===== config.mk =====
export PLATFORM = sky130hd
export DESIGN_NAME = prog_loader
export DESIGN_NICKNAME = d
export VERILOG_FILES = /design/src/rtl/prog_loader.sv
export SDC_FILE = /design/constraint.sdc
export NUM_CORES = 1
export LEC_CHECK = 0
export BUFFER_PORTS_ARGS = -buffer_cell sky130_fd_sc_hd__clkbuf_2
export CAP_MARGIN = 10
export CORE_UTILIZATION = 30
export DETAILED_ROUTE_END_ITERATION = 10
export HOLD_SLACK_MARGIN = 0.1
export PLACE_DENSITY_LB_ADDON = 0.1
export SYNTH_ARGS = -nofsm -noshare
export SYNTH_HDL_FRONTEND = slang
export SYNTH_SLANG_ARGS = --single-unit

===== constraint.sdc =====
create_clock -name clk -period 2.3 [get_ports clk]
set_input_delay 0.23 -clock clk [delete_from_list [all_inputs] [get_ports clk]]
set_output_delay 0.23 -clock clk [all_outputs]
set_load 0.03 [all_outputs]

===== src/rtl/prog_loader.sv =====
// prog_loader: byte-stream loader that fills the 256-word instruction memory and holds the core in reset until done
//
// Ports:
//   clk, rstd           clock, asynchronous active-low reset
//   in_data/in_valid    stream byte and its valid flag
//   in_ready            byte accepted at the edge where in_valid & in_ready
//   im_addr/im_wdata    instruction-memory write address (word index) and word
//   im_wren             active-low one-cycle write strobe
//   cpu_rstd            active-low core reset, released once the image is committed
//   done/err            load finished / load failed (err only in the checksum build)
//
// Stream: header H, then 4*(H+1) bytes, MSB first per word.
// Define PROG_LOADER_CHECKSUM_EN to expect a trailing XOR byte over H and all data bytes.
module prog_loader #(
  parameter int WORDS = 256
) (
  input  logic        clk,
  input  logic        rstd,
  input  logic [7:0]  in_data,
  input  logic        in_valid,
  output logic        in_ready,
  output logic [7:0]  im_addr,
  output logic [31:0] im_wdata,
  output logic        im_wren,
  output logic        cpu_rstd,
  output logic        done,
  output logic        err
);
`ifdef PROG_LOADER_CHECKSUM_EN
  typedef enum logic [2:0] {IDLE, LOAD, CHECK, DONE, ERROR} state_t;
  localparam state_t LOAD_END = CHECK;
`else
  typedef enum logic [1:0] {IDLE, LOAD, DONE} state_t;
  localparam state_t LOAD_END = DONE;
`endif
  localparam logic [7:0] ADDR_MAX = 8'(WORDS - 1);
  state_t      state, state_nx;
  logic [7:0]  cnt;
  logic [1:0]  bcnt;
  logic [23:0] shift;
  logic        xfer, last_byte, last_word, ready_nx;
  assign xfer      = in_valid & in_ready;
  assign last_byte = bcnt == 2'd3;
  // im_addr only advances on the edge after a write, so it still names the word being assembled
  assign last_word = im_addr == cnt || im_addr == ADDR_MAX;
`ifdef PROG_LOADER_CHECKSUM_EN
  logic [7:0] csum;
  assign ready_nx = state_nx != DONE && state_nx != ERROR;
`else
  assign ready_nx = state_nx != DONE;
  assign err      = 1'b0;
`endif
  always_comb begin
    state_nx = state;
    case (state)
      IDLE:    state_nx = xfer ? LOAD : IDLE;
      LOAD:    state_nx = xfer && last_byte && last_word ? LOAD_END : LOAD;
`ifdef PROG_LOADER_CHECKSUM_EN
      CHECK:   state_nx = !xfer ? CHECK : in_data == csum ? DONE : ERROR;
`endif
      default: state_nx = state;
    endcase
  end
  always_ff @(posedge clk or negedge rstd) begin
    if (!rstd) begin
      state    <= IDLE;
      in_ready <= 1'b0;
      im_addr  <= 8'd0;
      im_wdata <= 32'd0;
      im_wren  <= 1'b1;
      cpu_rstd <= 1'b0;
      done     <= 1'b0;
      cnt      <= 8'd0;
      bcnt     <= 2'd0;
      shift    <= 24'd0;
    end else begin
      state    <= state_nx;
      in_ready <= ready_nx;
      im_wren  <= !(state == LOAD && xfer && last_byte);
      // released one edge after entering DONE, i.e. after the final word is captured
      cpu_rstd <= state == DONE;
      done     <= state == DONE;
      if (state == IDLE && xfer) begin
        cnt     <= in_data;
        im_addr <= 8'd0;
        bcnt    <= 2'd0;
      end else if (!im_wren) begin
        im_addr <= im_addr + 8'd1;
      end
      if (state == LOAD && xfer) begin
        shift <= {shift[15:0], in_data};
        bcnt  <= bcnt + 2'd1;
        if (last_byte) im_wdata <= {shift, in_data};
      end
    end
  end
`ifdef PROG_LOADER_CHECKSUM_EN
  always_ff @(posedge clk or negedge rstd) begin
    if (!rstd) begin
      csum <= 8'd0;
      err  <= 1'b0;
    end else begin
      err <= state == ERROR;
      if (xfer && state == IDLE) csum <= in_data;
      else if (xfer && state == LOAD) csum <= csum ^ in_data;
    end
  end
`endif
endmodule


==> results of run 1 <==
[cells in the mapped netlist, drive strengths merged]
cell type  instances
dfstp              1
a21o               1
buf                9
nand3              4
inv                1
xor2               3
conb               1
nor2              12
mux2              64
dfrtp             78
ha                 2
o22ai              1
a21oi              2
and4b              1
mux2i              1
nor2b              2
nand2              7
nor3               1
and3               2
o21ai              1
nand4              2
or2                1
xnor2             12
[metal layers]
layer	part of all wire, %	global-route usage (%)
met1	48	15.3
met2	47	18.2
met3	4.2	4.43
met4	1.3	3.92
met5	0	0
[placed cells by master (no fill, tap or decap), types with 3 or more instances in the layout]
| cell | n |
|---|---|
| nand2_1 | 7 |
| mux2_4 | 9 |
| dfrtp_1 | 78 |
| buf_4 | 4 |
| clkbuf_1 | 3 |
| xor2_1 | 3 |
| nor2_1 | 10 |
| clkbuf_2 | 53 |
| xnor2_1 | 12 |
| bufinv_16 | 3 |
| nand3_1 | 4 |
| clkbuf_8 | 10 |
| mux2_2 | 55 |
[kinds of logic after synthesis]
logic type | count (synthesis)
AO/OA/AOI/OAI | 5
XOR/XNOR | 15
adder cells (fa/ha/maj) | 2
buffers and inverters | 10
flip-flops | 79
multiplexers | 65
other | 1
AND/OR/NAND/NOR | 32
[what timing repair did]
action                                  CTS  global route
hold endpoints to repair                 37             0
hold buffers                              1             0
endpoints found under the setup margin    0             0
[worst max-delay path, delay by kind of cell (launching register included)]
kind	cells	cell delay (ps)
muxes	1	400
and+or+nand+nor	2	800
DFF	1	410
[stage by stage]
stage | instance area [sq um] | total power, mW | instances | hold slack, ps
after floorplan | 3160 | 3.89 | 209 | -65.6
after global placement | 3600 | 4.48 | 395 | 243
after detailed placement | 3600 | 4.51 | 395 | 245
after CTS | 3840 | 5.77 | 412 | 137
after global routing | 3840 | 6.01 | 412 | 144
final | 3840 | 5.67 | 412 | 156
[power by group]
group,switching (mW),leakage [nW],internal [mW]
Sequential,0.401,0.940,1.96
Clock,0.479,0.118,0.753
Combinational,1.17,0.724,0.903
Total,2.05,1.78,3.62
[worst max-delay path by stage]
stage,startpoint,to,cells past startpoint
floorplan,in_ready,cnt[5],5
global placement,state[1],cnt[4],3
detailed placement,state[1],cnt[0],3
CTS,state[1],cnt[0],3
global route,in_ready,cnt[3],4
finish,state[1],cnt[0],3
[registers in the layout (all words and copies together) (netlist names)]
register / count
bcnt: 2
cnt: 8
done: 1
im_addr: 8
im_wdata: 32
im_wren: 1
in_ready: 1
shift: 24
state: 2
[final cells by class]
class | instances | area, sq um
clock buffer | 13 | 149
tap | 136 | 170
fill | 1023 | 6430
inverter | 1 | 3.75
timing repair buffer | 60 | 345
multi-input combinational | 120 | 1110
sequential | 79 | 1980
clock inverter | 3 | 90.1
==> metrics.md, run 1 <==
| Metric | Value |
|---|---|
| IO Count | `56` |
| #FFs+latches synth | `79` |
| WP data arrival | `1950 ps` |
| Final Worst Setup Slack | `569 ps` |
| Largest net degree at the start of global routing | `43` |
| GRT Residual Overflow | `0` |
| Overall Global Routing Usage | `11.8%` |
| Critical path startpoint category | `flop` |
| Synth cell types | `27` |
| Achievable Freq | `0.578 GHz` |
| Post-cts sizing count | `0` |
| Final hold vios | `0` |
| Via count | `1782` |
| Fin nets | `284` |
| Maximum vdd drop | `0.615 mV` |
| Die Width | `105 um` |
| Sink Count | `79` |
| Clk slew on worst S/H paths | `80 ps` |
| GPL Wtd Cong | `0.693` |
| Row cnt | `37` |
| Slew @ Worst Pin | `578 ps` |
| Clk_lat worst skew | `340 ps` |
| Power per cell area | `1470 nW/um^2` |
| Hold EP | `shift[4]` |
| Post-synthesis cell area | `3160 sq um` |
| CP Cell Sequence | `or2_2 -> nor2_2 -> mux2_2` |
| Die height | `105 um` |
| CP Class | `reg -> reg` |
| Complex-gate fraction of the synthesized area | `0.911%` |
| Max transition margin | `61.4%` |
| Diodes inserted | `0` |
| Slowest cell on crit path | `nor2_2` |
| Initial DRT Pass Iterations | `4` |
| Cell taking the most area after synthesis | `dfrtp_1` |
| CTS HTree Levels | `3` |
| Final design utilization | `37.4%` |
| CTS root buf | `clkbuf_8` |
| LEAKAGE | `1.78 nW` |
| I/O Buffers | `54` |
| DRC viols | `0` |
| Avg Cell Area, Syn | `15.1 sq um` |
| Area grow syn2layout | `21.8%` |
| CTS Buf Count | `9` |
| Initial antenna violation count | `0` |
| Crit path max fanout | `12` |
| Setup Buffers After CTS | `0` |
| Mux cell area share after synthesis | `24.2%` |
| Vias in the first global route | `1840` |
| Max capacitance violation total | `0` |
| Adder-Cell Fraction of Synth Area | `0.792%` |
| Hold Path Class | `in -> reg` |
| Status | `completed` |
| Sequential area share after synthesis | `62.6%` |
| Top cell type's share of synthesized area | `61.8%` |
| Synth Net Count | `222` |
| Setup_tns | `0 ps` |
| Final worst path period need | `1730 ps` |
| Worst setup EP type | `flop` |
| CP Data Required Time | `2520 ps` |
| Final period utilization | `75.3%` |
| FF-to-FF End | `cnt[0]` |
| TritonCTS clock tree | `yes` |
| Drt wl/cell | `14.3 um` |
| Core area | `10300 sq um` |
| Post-synthesis simple-gate area fraction | `4.91%` |
| Pins over their slew limit | `0` |
| R2r setup slk | `570 ps` |
| Main combinational cell family by area after synthesis | `multiplexers` |
| Setup Skew | `6.93 ps` |
| Hpwl dp | `3830 um` |
| Worst hold start | `in_data[4]` |
| R2r worst-path depth | `3` |
| Initial core utilization | `30.7%` |
| Post-synthesis xor/xnor area fraction | `4.16%` |
| Initial DRC count | `53` |
| Synth top area cells | `dfrtp_1, mux2_2, mux2_4` |
| Global-route wire length before repair | `9740 um` |
| CP peak stage delay | `460 ps` |
| Post-synthesis instance total | `209` |
| Hold Path Depth | `2` |
| Die ar. | `10900 sq um` |
| Unrepaired setup endpoints after global routing | `no` |
| Ys Warns | `0` |
| Post-Place Setup Slack | `569 ps` |
| Antenna-violating nets left | `0` |
| CTS max path bufs | `2` |
| Layout cells sized above 1 | `51.1%` |
| Final setup fails | `0` |
| Via/cell ratio | `4.33` |
| Worst r2r src | `state[1]` |
| Drt total wl | `5870 um` |
Power figures use the tool's default switching activity.
==> inputs of run 2 (changes only) <==
--- a/config.mk
+++ b/config.mk
@@ -5,6 +5,7 @@
 export SDC_FILE = /design/constraint.sdc
 export NUM_CORES = 1
 export LEC_CHECK = 0
+export ABC_AREA = 1
 export BUFFER_PORTS_ARGS = -buffer_cell sky130_fd_sc_hd__clkbuf_2
 export CAP_MARGIN = 10
 export CORE_UTILIZATION = 30
==> constraint.sdc (replaced) <==
create_clock -name clk -period 1.75 [get_ports clk]
set_input_delay 0.175 -clock clk [delete_from_list [all_inputs] [get_ports clk]]
set_output_delay 0.175 -clock clk [all_outputs]
set_load 0.03 [all_outputs]
==> metrics.md, run 2 <==
| Metric | Value |
|---|---|
| Internal power | `2.66 mW` |
| LEAKAGE | `1.92 nW` |
| Maximum vdd drop | `0.316 mV` |
| Commonest non-fill, non-tap cell in the layout | `nand2_1` |
| Clk slew on worst S/H paths | `80 ps` |
| CTS Buf Count | `9` |
| Power per cell area | `885 nW/um^2` |
| Post-CTS Hold Buffers | `1` |
| Final hold vios | `0` |
| Switching Power | `0.752 mW` |
| Hold Path Class | `in -> reg` |
| Critical path startpoint category | `flop` |
| Clk_lat worst skew | `350 ps` |
| Seq pwr share | `53.5%` |
| Post-Place Setup Slack | `290 ps` |
| Core area | `10300 sq um` |
| Drt total wl | `6830 um` |
| Drt wl/cell | `12.6 um` |
| Worst setup EP type | `flop` |
| Initial DRT Pass Iterations | `4` |
| Ys Warns | `0` |
| Pins over their slew limit | `0` |
| WP data arrival | `1710 ps` |
| Max transition margin | `66.7%` |
| Synth Flop Type | `dfrtp_1` |
| Synth top area cells | `dfrtp_1, nand2_1, o21ai_0` |
| Power share of the clock group | `44.4%` |
| Setup_tns | `0 ps` |
| Most frequent cells after synthesis | `nand2_1, dfrtp_1, inv_1, o21ai_0, o21ai_1` |
| Die ar. | `11100 sq um` |
| TritonCTS clock tree | `yes` |
| I/O Buffers | `54` |
| Slew @ Worst Pin | `500 ps` |
| Async S/R FF share, synth | `100%` |
| CP Class | `reg -> reg` |
| Final period utilization | `84.2%` |
| Post-synthesis instance total | `345` |
| Post-cts sizing count | `0` |
| Top cell type's share of synthesized area | `60.8%` |
| Via count | `2288` |
| DRC viols | `0` |
| Antenna-violating nets left | `0` |
| Largest regs | `im_wdata: 32 flops, shift: 24 flops` |
| Area grow syn2layout | `20.0%` |
| Final worst path period need | `1470 ps` |
| IO Count | `56` |
| Row cnt | `37` |
| Status | `completed` |
| CTS root buf | `clkbuf_8` |
| GRT Residual Overflow | `0` |
| Synth cell types | `25` |
| Fin nets | `415` |
| Post-synth EDFFs | `0` |
| Unrepaired setup endpoints after global routing | `no` |
| CTS max path bufs | `2` |
| Switch share | `22.1%` |
| #FFs+latches synth | `79` |
| Diodes inserted | `0` |
| Combinational cell fraction of total power | `2.1%` |
| Cell taking the most area after synthesis | `dfrtp_1` |
| Final setup fails | `0` |
| Vias in the first global route | `2222` |
| Via/cell ratio | `4.21` |
| Most frequent cells in the layout | `nand2_1, dfrtp_1, clkbuf_2` |
| Final Worst Setup Slack | `277 ps` |
| Sequential area share after synthesis | `61.7%` |
| CTS HTree Levels | `3` |
| Setup Buffers After CTS | `0` |
| Die Width | `105 um` |
| Max capacitance violation total | `0` |
| Most flops, register | `im_wdata` |
| Global-route wire length before repair | `11400 um` |
| Sink Count | `79` |
| Setup Skew | `11.2 ps` |
| Hpwl dp | `4780 um` |
| Initial antenna violation count | `0` |
| Initial core utilization | `31.1%` |
| Overall Global Routing Usage | `13.3%` |
| Largest net degree at the start of global routing | `45` |
| Max reg flops | `32` |
| Crit path max fanout | `12` |
| CP Data Required Time | `1980 ps` |
| Achievable Freq | `0.679 GHz` |
| Most common cell in the synthesized netlist | `nand2_1` |
| Post-synthesis cell area | `3210 sq um` |
| Die height | `105 um` |
| Layout cells sized above 1 | `20.6%` |
| Synth Net Count | `358` |
| Initial DRC count | `84` |
| Avg Cell Area, Syn | `9.30 sq um` |
| GPL Wtd Cong | `0.762` |
-- run 2: final cells by class --
cell class | instances | area, sq um
tap | 136 | 170
clock buffer | 10 | 128
inverter | 39 | 146
sequential | 79 | 1980
timing repair buffer | 62 | 360
fill | 1082 | 6470
multi-input combinational | 211 | 975
clock inverter | 6 | 92.6
-- run 2: power groups by stage --
stage	Clock, mW	Combinational (mW)	Sequential (mW)
3_5_place_dp	0	0.0769	1.86
3_3_place_gp	0	0.0770	1.86
5_1_grt	1.64	0.0846	1.82
4_1_cts	1.57	0.0790	1.82
6_report	1.51	0.0728	1.82
2_1_floorplan	0	0.0117	1.86
-- run 2: worst max-delay path: stages, from the launching register on --
cell and delay [ps]:
dfrtp_1 350, nand2_1 120, nor2_4 180, nand2_1 280, nand2_1 200, nor2_1 60, a31oi_1 130, inv_1 50
-- run 2: through the flow --
stage / instances / hold slack (ps) / total power, mW / utilization [%] / cell area [sq um]
floorplan: 345 / -121 / 1.87 / - / 3210
global placement: 526 / 184 / 1.94 / 35.1 / 3620
detailed placement: 526 / 185 / 1.94 / 35.1 / 3620
CTS: 543 / 123 / 3.47 / 37.3 / 3850
global route: 543 / 136 / 3.55 / 37.3 / 3850
finish: 543 / 126 / 3.41 / 37.3 / 3850
-- run 2: worst paths after layout --
check                                 from           end  slack, ps  depth (start not counted)
worst min register to register   shift[22]  im_wdata[30]        470                          2
max in group asynchronous             rstd        cnt[0]        810                          3
worst max-delay path              in_ready    im_addr[1]        280                          7
worst min-delay path            in_data[4]   im_wdata[4]        130                          3
worst max register to register    in_ready    im_addr[1]        280                          7
min in group asynchronous             rstd  im_wdata[27]        320                          2
-- run 2: logic make-up after synthesis --
family,synth area share (%)
AOI/OAI and AO/OA,11.7
xor gates and xnor gates,1.64
adders and majority gates,0.780
buffers and inverters,7.96
DFF,61.7
other,0.117
and+or+nand+nor,16.1
-- run 2: metal layers --
layer / wire length (um) / vias up / track usage, % / share of wire [%]
li1: - / 1191 / - / -
met1: 3640 / 1049 / 19.2 / 53
met2: 2870 / 41 / 19.2 / 42
met3: 221 / 7 / 2.47 / 3.2
met4: 99 / 0 / 6.34 / 1.4
met5: 0 / - / 0 / 0
==> inputs of run 3 (changes only) <==
--- a/config.mk
+++ b/config.mk
@@ -5,7 +5,7 @@
 export SDC_FILE = /design/constraint.sdc
 export NUM_CORES = 1
 export LEC_CHECK = 0
-export ABC_AREA = 1
+export ABC_AREA = 0
 export BUFFER_PORTS_ARGS = -buffer_cell sky130_fd_sc_hd__clkbuf_2
 export CAP_MARGIN = 10
 export CORE_UTILIZATION = 30
==> constraint.sdc (replaced) <==
create_clock -name clk -period 1.44 [get_ports clk]
set_input_delay 0.144 -clock clk [delete_from_list [all_inputs] [get_ports clk]]
set_output_delay 0.144 -clock clk [all_outputs]
set_load 0.03 [all_outputs]
==> metrics.md, run 3 (synthesis results as in run 1) <==
| Metric | Value |
|---|---|
| Clk slew on worst S/H paths | `80 ps` |
| Max capacitance violation total | `0` |
| Area grow syn2layout | `38.8%` |
| Die Width | `105 um` |
| Die ar. | `10900 sq um` |
| CP Cell Sequence | `ha_2 -> and3_4 -> inv_8 -> clkbuf_16 -> mux2_2` |
| Failing checks | `setup timing` |
| Largest net degree at the start of global routing | `26` |
| Total power | `9.62 mW` |
| Vias in the first global route | `2079` |
| GRT Residual Overflow | `0` |
| Die height | `105 um` |
| Global-route wire length before repair | `11000 um` |
| Final design utilization | `42.6%` |
| Status | `finished, violations left` |
| DR WL met2 | `3100 um` |
| Setup Skew | `6.71 ps` |
| CP peak stage delay | `400 ps` |
| I/O Buffers | `54` |
| Routed length on met3 | `255 um` |
| DR top layer | `met4` |
| Initial DRT Pass Iterations | `3` |
| Max reg flops | `32` |
| Commonest non-fill, non-tap cell in the layout | `dfrtp_1` |
| Final worst path period need | `1460 ps` |
| R2r setup slk | `-20 ps` |
| Crit path max fanout | `5` |
| Most flops, register | `im_wdata` |
| Core area | `10300 sq um` |
| Antenna-violating nets left | `0` |
| Via/cell ratio | `4.39` |
| GPL Wtd Cong | `0.660` |
| Maximum vdd drop | `0.975 mV` |
| Most frequent cells in the layout | `dfrtp_1, clkbuf_2, mux2_2` |
| Initial antenna violation count | `0` |
| Achievable Freq | `0.686 GHz` |
| CP Data Required Time | `1680 ps` |
| IO Count | `56` |
| Drt total wl | `6820 um` |
| Slowest cell on crit path | `dfrtp_1` |
| WP data arrival | `1700 ps` |
| Diodes inserted | `0` |
| TritonCTS clock tree | `yes` |
| Inst Count DP | `411` |
| DRC viols | `0` |
| Row cnt | `37` |
| Drt wl/cell | `15.3 um` |
| Post-Layout Cell Count | `446` |
| Pins over their slew limit | `0` |
| Overall Global Routing Usage | `13.3%` |
| Final hold vios | `0` |
| Initial core utilization | `30.7%` |
| LEAKAGE | `2.08 nW` |
| Final Worst Setup Slack | `-17.0 ps` |
| Critical path startpoint category | `flop` |
| Met1 WL | `3330 um` |
| Hold Path Class | `in -> async` |
| Unrepaired setup endpoints after global routing | `yes` |
| CP Class | `reg -> reg` |
| CTS HTree Levels | `3` |
| Power per cell area | `2190 nW/um^2` |
| Final period utilization | `101%` |
| Clk_lat worst skew | `350 ps` |
| Fin nets | `318` |
| CTS Buf Count | `9` |
| Post-Place Setup Slack | `-52.7 ps` |
| # fillers | `999` |
| Layout cells sized above 1 | `57.7%` |
| CTS max path bufs | `2` |
| CTS root buf | `clkbuf_8` |
| Final setup fails | `5` |
| Via count | `1960` |
| Worst setup EP type | `flop` |
| Initial DRC count | `29` |
| Sink Count | `79` |
| Hpwl dp | `4340 um` |
| Largest regs | `im_wdata: 32 flops, shift: 24 flops` |
-- run 3: cell types whose count changed in the layout (fill, tap and decap cells not counted), sizes merged, moves of 7 or more --
cell	previous run	this run
mux2	0	64
buf	8	29
inv	41	1
xnor2	5	12
nand2	112	7
dlygate4sd3	1	9
o21ai	65	1
-- run 3: layout make-up --
cell class | count | area (sq um) | area share [%]
Tap cell | 136 | 170 | 3.88
Inverter | 1 | 11.3 | 0.257
Multi-Input combinational cell | 120 | 1240 | 28.4
Clock inverter | 5 | 81.3 | 1.86
Timing Repair Buffer | 94 | 751 | 17.1
Clock buffer | 11 | 141 | 3.23
Sequential cell | 79 | 1980 | 45.2
-- run 3: path summary, 6_finish.rpt --
kind	cells after the start	from	end
setup / recovery	5	bcnt[1]	im_wdata[9]
setup reg to reg	5	bcnt[1]	im_wdata[9]
hold / removal	2	rstd	im_wdata[17]
hold reg to reg	2	bcnt[1]	bcnt[1]
max in group asynchronous	3	rstd	im_wdata[3]
min in group clk	6	in_valid	bcnt[1]
-- run 3: through the flow --
step                instance area [sq um]  setup TNS, ps  hold slack [ps]
finish                               4380          -66.4              230
global route                         4380           -411              235
CTS                                  4240           -590              232
detailed placement                   3790           -758             73.2
global placement                     3790           -437             72.9
floorplan                            3210          -4720             -152
-- run 3: timing repair --
item | CTS | global route
endpoints found under the hold margin | 103 | 0
buffers inserted | 4 | 2
hold buffers | 9 | 0
endpoints found under the setup margin | 29 | 61
pin swaps | 0 | 4
gates resized for setup | 8 | 27
cloned | 2 | 4
-- run 3: worst max-delay path, delay by kind of cell, from the launching register on --
kind          cells  cell delay [ps]
fa+ha+maj         1              190
buf+inv           2              240
flops             1              400
mux               1              320
simple gates      1              200
-- run 3: report_power, final --
part	switching [mW]	total [mW]	internal, mW
sequential	0.634	3.77	3.14
clock	0.811	1.84	1.02
combinational	2.07	4.01	1.94
-- run 3: per-layer routing --
metal / up-vias / global-route usage, %
li1: 918 / -
met1: 988 / 17.5
met2: 41 / 20.2
met3: 13 / 3.93
met4: 0 / 6.24
met5: - / 0
